File: src/rtl/npu_queue_unit.sv
// NPU command queue unit: config, input and output FIFOs between the CPU execute
// stage and the NPU, with CPU backpressure and config-before-data ordering.

module npu_queue_fifo #(
    parameter int DATA_W = 32,
    parameter int DEPTH  = 8,
    parameter int CNT_W  = 4
) (
    input  logic              clk_i,
    input  logic              rst_ni,
    input  logic              push_i,
    input  logic              pop_i,
    input  logic [DATA_W-1:0] wdata_i,
    output logic [DATA_W-1:0] rdata_o,
    output logic [CNT_W-1:0]  count_o
);
    localparam int PTR_W = $clog2(DEPTH);

    logic [DATA_W-1:0] mem_q [DEPTH];
    logic [PTR_W-1:0]  wr_ptr_q, wr_ptr_d;
    logic [PTR_W-1:0]  rd_ptr_q, rd_ptr_d;
    logic [CNT_W-1:0]  count_q, count_d;
    logic              full, empty, push_ok, pop_ok;

    // Full/empty depend only on the registered count, so a same-cycle pop never
    // frees room for a push and a same-cycle push never feeds a pop.
    assign full    = (count_q == CNT_W'(DEPTH));
    assign empty   = (count_q == '0);
    assign push_ok = push_i & ~full;
    assign pop_ok  = pop_i & ~empty;

    always_comb begin
        wr_ptr_d = wr_ptr_q;
        rd_ptr_d = rd_ptr_q;
        count_d  = count_q;
        if (push_ok) wr_ptr_d = wr_ptr_q + PTR_W'(1);
        if (pop_ok)  rd_ptr_d = rd_ptr_q + PTR_W'(1);
        case ({push_ok, pop_ok})
            2'b10:   count_d = count_q + CNT_W'(1);
            2'b01:   count_d = count_q - CNT_W'(1);
            default: count_d = count_q;
        endcase
    end

    always_ff @(posedge clk_i or negedge rst_ni) begin
        if (!rst_ni) begin
            wr_ptr_q <= '0;
            rd_ptr_q <= '0;
            count_q  <= '0;
        end else begin
            wr_ptr_q <= wr_ptr_d;
            rd_ptr_q <= rd_ptr_d;
            count_q  <= count_d;
        end
    end

    always_ff @(posedge clk_i) begin
        if (push_ok) mem_q[wr_ptr_q] <= wdata_i;
    end

    assign rdata_o = empty ? '0 : mem_q[rd_ptr_q];
    assign count_o = count_q;
endmodule

module npu_queue_unit #(
    parameter int DATA_W = 32,
    parameter int DEPTH  = 8,
    parameter int CNT_W  = 4
) (
    input  logic              iClk,
    input  logic              iRst_n,
    input  logic              iNpuCfgOp,
    input  logic              iNpuEnqOp,
    input  logic              iNpuDeqOp,
    input  logic [DATA_W-1:0] iData,
    output logic [DATA_W-1:0] oData,
    output logic              oStall,
    output logic              oCfgValid,
    output logic [DATA_W-1:0] oCfgData,
    input  logic              iCfgReady,
    output logic              oInValid,
    output logic [DATA_W-1:0] oInData,
    input  logic              iInReady,
    input  logic              iOutValid,
    input  logic [DATA_W-1:0] iOutData,
    output logic              oOutReady,
    output logic [CNT_W-1:0]  oInCount,
    output logic [CNT_W-1:0]  oOutCount
);
    logic [CNT_W-1:0] cfg_count;
    logic             cfg_full, cfg_empty, in_full, in_empty, out_full, out_empty;
    logic             cfg_sel, enq_sel, deq_sel;
    logic             cfg_push, in_push, out_pop;

    assign cfg_full  = (cfg_count == CNT_W'(DEPTH));
    assign cfg_empty = (cfg_count == '0);
    assign in_full   = (oInCount == CNT_W'(DEPTH));
    assign in_empty  = (oInCount == '0);
    assign out_full  = (oOutCount == CNT_W'(DEPTH));
    assign out_empty = (oOutCount == '0);

    // Only the highest-priority op is serviced: Cfg > Enq > Deq.
    assign cfg_sel = iNpuCfgOp;
    assign enq_sel = iNpuEnqOp & ~iNpuCfgOp;
    assign deq_sel = iNpuDeqOp & ~iNpuCfgOp & ~iNpuEnqOp;

    always_comb begin
        oStall = 1'b0;
        if (cfg_sel)      oStall = cfg_full;
        else if (enq_sel) oStall = in_full;
        else if (deq_sel) oStall = out_empty;
        oStall = oStall & iRst_n;
    end

    assign cfg_push  = cfg_sel & ~cfg_full;
    assign in_push   = enq_sel & ~in_full;
    assign out_pop   = deq_sel & ~out_empty;

    // Input data is held back while any config word is still pending.
    assign oCfgValid = ~cfg_empty;
    assign oInValid  = ~in_empty & cfg_empty;
    assign oOutReady = iRst_n & ~out_full;

    npu_queue_fifo #(.DATA_W(DATA_W), .DEPTH(DEPTH), .CNT_W(CNT_W)) u_cfg_fifo (
        .clk_i   (iClk),
        .rst_ni  (iRst_n),
        .push_i  (cfg_push),
        .pop_i   (oCfgValid & iCfgReady),
        .wdata_i (iData),
        .rdata_o (oCfgData),
        .count_o (cfg_count)
    );

    npu_queue_fifo #(.DATA_W(DATA_W), .DEPTH(DEPTH), .CNT_W(CNT_W)) u_in_fifo (
        .clk_i   (iClk),
        .rst_ni  (iRst_n),
        .push_i  (in_push),
        .pop_i   (oInValid & iInReady),
        .wdata_i (iData),
        .rdata_o (oInData),
        .count_o (oInCount)
    );

    npu_queue_fifo #(.DATA_W(DATA_W), .DEPTH(DEPTH), .CNT_W(CNT_W)) u_out_fifo (
        .clk_i   (iClk),
        .rst_ni  (iRst_n),
        .push_i  (iOutValid & oOutReady),
        .pop_i   (out_pop),
        .wdata_i (iOutData),
        .rdata_o (oData),
        .count_o (oOutCount)
    );
endmodule

File: config.mk
export PLATFORM = sky130hd
export DESIGN_NAME = npu_queue_unit
export DESIGN_NICKNAME = d
export VERILOG_FILES = /design/src/rtl/npu_queue_unit.sv
export SDC_FILE = /design/constraint.sdc
export NUM_CORES = 1
export LEC_CHECK = 0
export ABC_AREA = 1
export CORE_ASPECT_RATIO = 1.4
export CORE_MARGIN = 3
export CORE_UTILIZATION = 45
export CTS_CLUSTER_DIAMETER = 120
export DETAILED_ROUTE_END_ITERATION = 7
export PLACE_DENSITY = 0.64
export REMOVE_ABC_BUFFERS = 1
export SKIP_CTS_REPAIR_TIMING = 1
export SLEW_MARGIN = 20
export SYNTH_ARGS = -nofsm -noshare
export SYNTH_HDL_FRONTEND = slang
export SYNTH_SLANG_ARGS = --single-unit
File: constraint.sdc
create_clock -name iClk -period 9.3 [get_ports iClk]
set_input_delay 1.395 -clock iClk [delete_from_list [all_inputs] [get_ports iClk]]
set_output_delay 1.395 -clock iClk [all_outputs]
set_load 0.005 [all_outputs]
==> results of run 1 <==
## through the flow
stage | power, mW | hold WS (ns) | utilization, % | instances | worst slack (ns)
floorplan | 6.89 | 0.468 | - | 2354 | 3.94
global placement | 8.95 | 0.454 | 49.1 | 3510 | 4.67
detailed placement | 9.07 | 0.462 | 49.1 | 3510 | 4.60
CTS | 12.2 | 0.474 | 52.6 | 3649 | 3.93
global route | 12.8 | 0.486 | 52.6 | 3649 | 3.66
finish | 12.0 | 0.473 | 52.6 | 3650 | 3.93
## kinds of logic (layout without fill, tap and decap cells)
group	count (synthesis)	after routing	synth area share, %
AOI/OAI and AO/OA	594	594	10.4
xor gates and xnor gates	20	20	0.547
adders and majority gates	16	16	0.648
buffers and inverters	191	396	3.40
DFF	798	798	74.3
other	0	1	0
and+or+nand+nor	889	889	10.7
## path summary, 6_finish.rpt
check	start	end	depth (start not counted)
min in group asynchronous	iRst_n	u_out_fifo.count_o[0]	1
worst min register to register	u_cfg_fifo.rd_ptr_q[2]	u_cfg_fifo.rd_ptr_q[2]	1
worst max-delay path	u_in_fifo.rd_ptr_q[0]	oInData[0]	7
worst min-delay path	u_cfg_fifo.rd_ptr_q[2]	u_cfg_fifo.rd_ptr_q[2]	1
max in group asynchronous	iRst_n	u_in_fifo.rd_ptr_q[0]	1
worst max register to register	u_cfg_fifo.count_o[1]	u_in_fifo.count_o[2]	13
## Yosys cell counts (all sizes together)
cell type    n
fa           1
ha          15
o211ai      96
inv         37
xnor2        8
nand3       11
nor2       705
and2         1
nand3b       1
nor3         8
a21oi        6
dfrtp       30
clkbuf      66
buf         88
edfxtp     768
o22ai       96
o21ai      396
nand2      157
or2          2
xor2        12
nand4        4
## cell usage in the layout, fill, tap and decap left out, types with 10 or more instances in the layout
cell type and instances:
o21ai_0 379, nand2_1 156, clkbuf_1 15, inv_1 32, clkdlybuf4s50_1 178, clkinv_1 17
buf_4 41, o22ai_1 96, ha_1 15, nor2_2 10, nand3_1 10, edfxtp_1 768
nor2_1 679, clkbuf_16 78, nor2_4 16, clkinv_2 12, dfrtp_1 21, o211ai_1 96
o21ai_1 17, xor2_1 12
## metal layers
metal,GRT usage [%],up-vias,share of wire [%]
met2,37.4,643,53
met5,0,-,0
met3,4.15,132,6.0
met1,22.8,9955,38
li1,-,9327,-
met4,6.60,0,2.4
## area by class of cell
cell class / instances / area, sq um
diodes: 1 / 2.50
well taps: 936 / 1170
inverters: 37 / 144
clock buffers: 95 / 2040
fillers: 5794 / 33300
multi-input cells: 1519 / 7290
flip-flops and latches: 798 / 23800
repair buffers: 220 / 2090
clock inverters: 44 / 450
## flip-flops by register name, indices dropped and copies added (netlist names), 4 cells and up
| register | cells |
|---|---|
| u_out_fifo.count_o | 4 |
| u_out_fifo.mem_q | 256 |
| u_cfg_fifo.mem_q | 256 |
| u_cfg_fifo.count_o | 4 |
| u_in_fifo.count_o | 4 |
| u_in_fifo.mem_q | 256 |
## power by group
group	switching [mW]	total (mW)	leakage, nW	internal, mW
combinational	2.62	4.31	3.93	1.70
clock	1.29	3.08	1.20	1.78
sequential	0.289	4.65	7.30	4.36
total	4.20	12.0	12.4	7.84
==> summary.md, run 1 <==
| Metric | Value |
|---|---|
| Outcome | `complete, no violations` |
| Cell Chain, Critical Path | `clkinv_2, buf_4, o21ai_0, o22ai_1, nor2_1, nor2_1, clkdlybuf4s50_1` |
| RSZ-0062 raised after global routing | `false` |
| RD Place Congestion | `between 0.7 and 0.8` |
| Critical Path Max Stage Delay | `about 0.71 ns` |
| Clk_lat worst skew | `just over 0.6 ns` |
| Total track usage | `approximately a fifth` |
| Initial Utilization | `a little under half` |
| # rows | `115` |
| Hold Vio Cnt, Final | `0` |
| Worst vdd ir | `235 uV` |
| Crit-path leading delay family | `buffers and inverters` |
| Core Area | `0.0704 sq mm` |
| Crit end category | `output port` |
| Chip height | `approximately 320 microns` |
| Ports | `180` |
| Synth area leader | `edfxtp_1` |
| Pin count of the biggest net entering global routing | `approximately 100` |
| Synth cell types | `32` |
| Mapped cell area | `between 0.03 and 0.04 sq mm` |
| Area Overhead vs Synth | `15.6%` |
| Setup Viol. Count Final | `0` |
| Most used cell, CP | `nor2_1` |
| Syn Inst Count | `2,508` |
| Share of the synthesized area in the top cell type | `72.0%` |
| Final instance area | `between 0.03 and 0.04 sq mm` |
| Global-route wire length before repair | `around 120,000 microns` |
| CTS H-tree lvls | `3` |
| PwrDens | `approximately 330 mW/mm^2` |
| Fmax achieved | `approximately 190 MHz` |
| Fin crit period | `about 5.4 ns` |
| P_leak | `around 12 nW` |
| Pins Over Slew Limit | `0` |
| Final wirelength | `roughly 76,000 microns` |
| Remaining antenna violation count | `0` |
| Clk_skew | `between 0.015 and 0.02 ns` |
| Req. time, crit path | `7.91 ns` |
| Post-detail-place hpwl | `about 40,000 microns` |
| Initial antenna violation count | `1` |
| Post-DP Area | `roughly 0.035 sq mm` |
| Vias in the first global route | `just over 20,000` |
| Clock Pin Slew Worst Setup and Hold Paths | `0.06 ns` |
| CTS sink count | `approximately 800` |
| Worst Max-Slew Pin Slew | `1.09 ns` |
| Clk buf depth | `3` |
| Total Nets Final | `about 2,700` |
| DR WL/cell | `20.7 microns` |
| Initial DRC count | `between 1,500 and 2,000` |
| Critical path class | `register to output port` |
| Die W | `roughly 230 microns` |
| Crit-path max FO | `between 70 and 80` |
| Die area | `about 0.074 sq mm` |
| Flops & latches, synth | `roughly 800` |
| Drt first pass iters | `8` |
| Buf+Inv Stages, Crit Path | `3` |
| DRC Markers | `0` |
| FF-to-FF setup slack | `roughly 6 ns` |
| Synth warn | `0` |
| Via Count | `20,100` |
| Clk root buf | `clkbuf_16` |
| Max Cap Viol | `0` |
| Port Buffers | `179` |
| Slew margin rel. | `around 27%` |
| Seq/Total Area, Yosys | `between 70% and 80%` |
| Overflow after GRT | `0` |
| Period utilisation layout | `between 50% and 60%` |
| Top cells by area in the synthesized netlist | `edfxtp_1 72%, nor2_1 8.1%, o21ai_0 5.9%` |
| Hold Crit Class | `register to register` |
| TritonCTS clock tree | `yes` |
| Post-route setup TNS | `0 ns` |
| Critical Path Start Type | `register` |
| Crit-path slowest cell | `buf_4` |
| CTS buffer count | `76` |
| Avg Inst Size Synth | `approximately 13 sq um` |
| Vias per inst | `~5.5` |
| Arrival time at the worst endpoint | `just under 4 ns` |
| Layout cells sized above 1 | `7.41%` |
Note: power is estimated with default switching activity, not from simulation.
==> run 2: changes to the inputs <==
==> constraint.sdc (replaced) <==
create_clock -name iClk -period 5.2 [get_ports iClk]
set_input_delay 0.78 -clock iClk [delete_from_list [all_inputs] [get_ports iClk]]
set_output_delay 0.78 -clock iClk [all_outputs]
set_load 0.005 [all_outputs]
==> summary.md, run 2 (synthesis gave the netlist of run 1 again) <==
| Metric | Value |
|---|---|
| Outcome | `complete, no violations` |
| Period utilisation layout | `82.4%` |
| Clk root buf | `clkbuf_16` |
| Crit-path leading delay family | `buffers and inverters` |
| Buf+Inv Stages, Crit Path | `3` |
| Area Overhead vs Synth | `16.1%` |
| Drt first pass iters | `7` |
| Initial antenna violation count | `1` |
| Die W | `231 microns` |
| P_leak | `between 10 and 15 nW` |
| Most used cell, CP | `nor2_1` |
| Core Area | `0.0704 sq mm` |
| Max Cap Viol | `0` |
| CTS H-tree lvls | `3` |
| Post-route setup TNS | `0 ns` |
| Multi-input gate area | `~0.0073 sq mm` |
| Total Nets Final | `~2,700` |
| Post-detail-place hpwl | `42,600 microns` |
| Hold Crit Class | `input port to asynchronous set/reset pin` |
| Fillers | `slightly below 6,000` |
| Vias per inst | `around 5.5` |
| Initial Utilization | `45.5%` |
| Initial DRC count | `approximately 1,700` |
| DR WL/cell | `21.1 microns` |
| Critical path class | `register to output port` |
| Crit end category | `output port` |
| Crit-path max FO | `just over 70` |
| Via Count | `roughly 20,000` |
| Port Buffers | `between 150 and 200` |
| Overflow after GRT | `0` |
| Setup Viol. Count Final | `0` |
| RD Place Congestion | `0.745` |
| Clk_lat worst skew | `approximately 0.63 ns` |
| Worst reg2reg startpoint | `u_out_fifo.count_o[1]` |
| # rows | `between 100 and 150` |
| Final hold slack | `0.189 ns` |
| Total track usage | `roughly a fifth` |
| Cell Chain, Critical Path | `inv_4, buf_12, o21ai_0, o22ai_1, nor2_1, nor2_1, clkdlybuf4s50_1` |
| RSZ-0062 raised after global routing | `false` |
| Slew margin rel. | `about a quarter` |
| Req. time, crit path | `4.42 ns` |
| Pre-CTS WS | `about 1.5 ns` |
| Layout cells sized above 1 | `7.76%` |
| Final worst slack | `0.913 ns` |
| Global-route wire length before repair | `about 120,000 microns` |
| Final wirelength | `77,300 microns` |
| Pin count of the biggest net entering global routing | `130` |
| Worst reg2reg path endpoint | `u_out_fifo.count_o[2]` |
| PwrDens | `between 500 and 600 mW/mm^2` |
| Ports | `180` |
| FF-to-FF path depth | `13` |
| FF+latch area | `between 0.02 and 0.025 sq mm` |
| CTS sink count | `between 700 and 800` |
| Commonest non-fill, non-tap cell in the layout | `edfxtp_1` |
| Clock Pin Slew Worst Setup and Hold Paths | `around 0.06 ns` |
| Clk_skew | `0.0288 ns` |
| Fin crit period | `between 4 and 5 ns` |
| Hold Vio Cnt, Final | `0` |
| Pins Over Slew Limit | `0` |
| CTS buffer count | `75` |
| Fmax achieved | `233 MHz` |
| Critical Path Start Type | `register` |
| Critical Path Max Stage Delay | `approximately 0.70 ns` |
| Arrival time at the worst endpoint | `3.51 ns` |
| Vias in the first global route | `roughly 21,000` |
| Most frequent cells in the layout | `768 x edfxtp_1, 679 x nor2_1, 379 x o21ai_0` |
| DRC Markers | `0` |
| Clk buf depth | `3` |
| Remaining antenna violation count | `0` |
| Worst vdd ir | `just over 500 uV` |
| Chip height | `roughly 320 microns` |
| TritonCTS clock tree | `yes` |
| Worst Max-Slew Pin Slew | `approximately 1.1 ns` |
| Die area | `between 0.07 and 0.08 sq mm` |
| Crit-path slowest cell | `dfrtp_4` |
| FF-to-FF setup slack | `between 2 and 2.5 ns` |
| Top flop regs | `u_cfg_fifo.mem_q x256, u_in_fifo.mem_q x256, u_out_fifo.mem_q x256` |
-- run 2: how the worst max path moves through the flow --
stage	startpoint	to	slack, ns	depth (start not counted)
after floorplan	u_cfg_fifo.rd_ptr_q[0]	oCfgData[30]	0.45	5
after global placement	u_cfg_fifo.rd_ptr_q[0]	oCfgData[9]	1.51	7
after detailed placement	u_cfg_fifo.rd_ptr_q[0]	oCfgData[8]	1.52	7
after CTS	u_cfg_fifo.rd_ptr_q[0]	oCfgData[8]	0.82	6
after global routing	u_cfg_fifo.rd_ptr_q[0]	oCfgData[8]	0.64	6
final	u_cfg_fifo.rd_ptr_q[0]	oCfgData[8]	0.91	7
-- run 2: where the power goes --
group / total, mW / internal [mW] / switching (mW)
Sequential: 8.25 / 7.79 / 0.455
Clock: 5.54 / 3.18 / 2.36
Combinational: 7.95 / 3.12 / 4.83
Total: 21.7 / 14.1 / 7.65
-- run 2: routing by layer --
metal,track usage (%),share of wire [%]
met5,0,0
met1,23.6,38
met4,10.5,4.1
met3,4.48,6.3
met2,36.3,51
-- run 2: stage by stage --
step	power (mW)	cells	util, %	cell area [sq um]
2_1_floorplan	12.3	2354	-	31100
3_3_place_gp	16.1	3515	49.2	34600
3_5_place_dp	16.4	3517	49.3	34700
4_1_cts	21.9	3654	52.8	37100
5_1_grt	23.1	3655	52.8	37200
6_report	21.7	3657	52.8	37200
-- run 2: final cells by class --
type                       instances  share of cell area [%]
tap                              936                    3.15
sequential                       798                    64.1
antenna                            2                  0.0135
multi-input combinational       1519                    19.6
clock inverter                    48                    1.39
clock buffer                      89                    5.30
timing repair buffer             228                    6.04
inverter                          37                   0.387
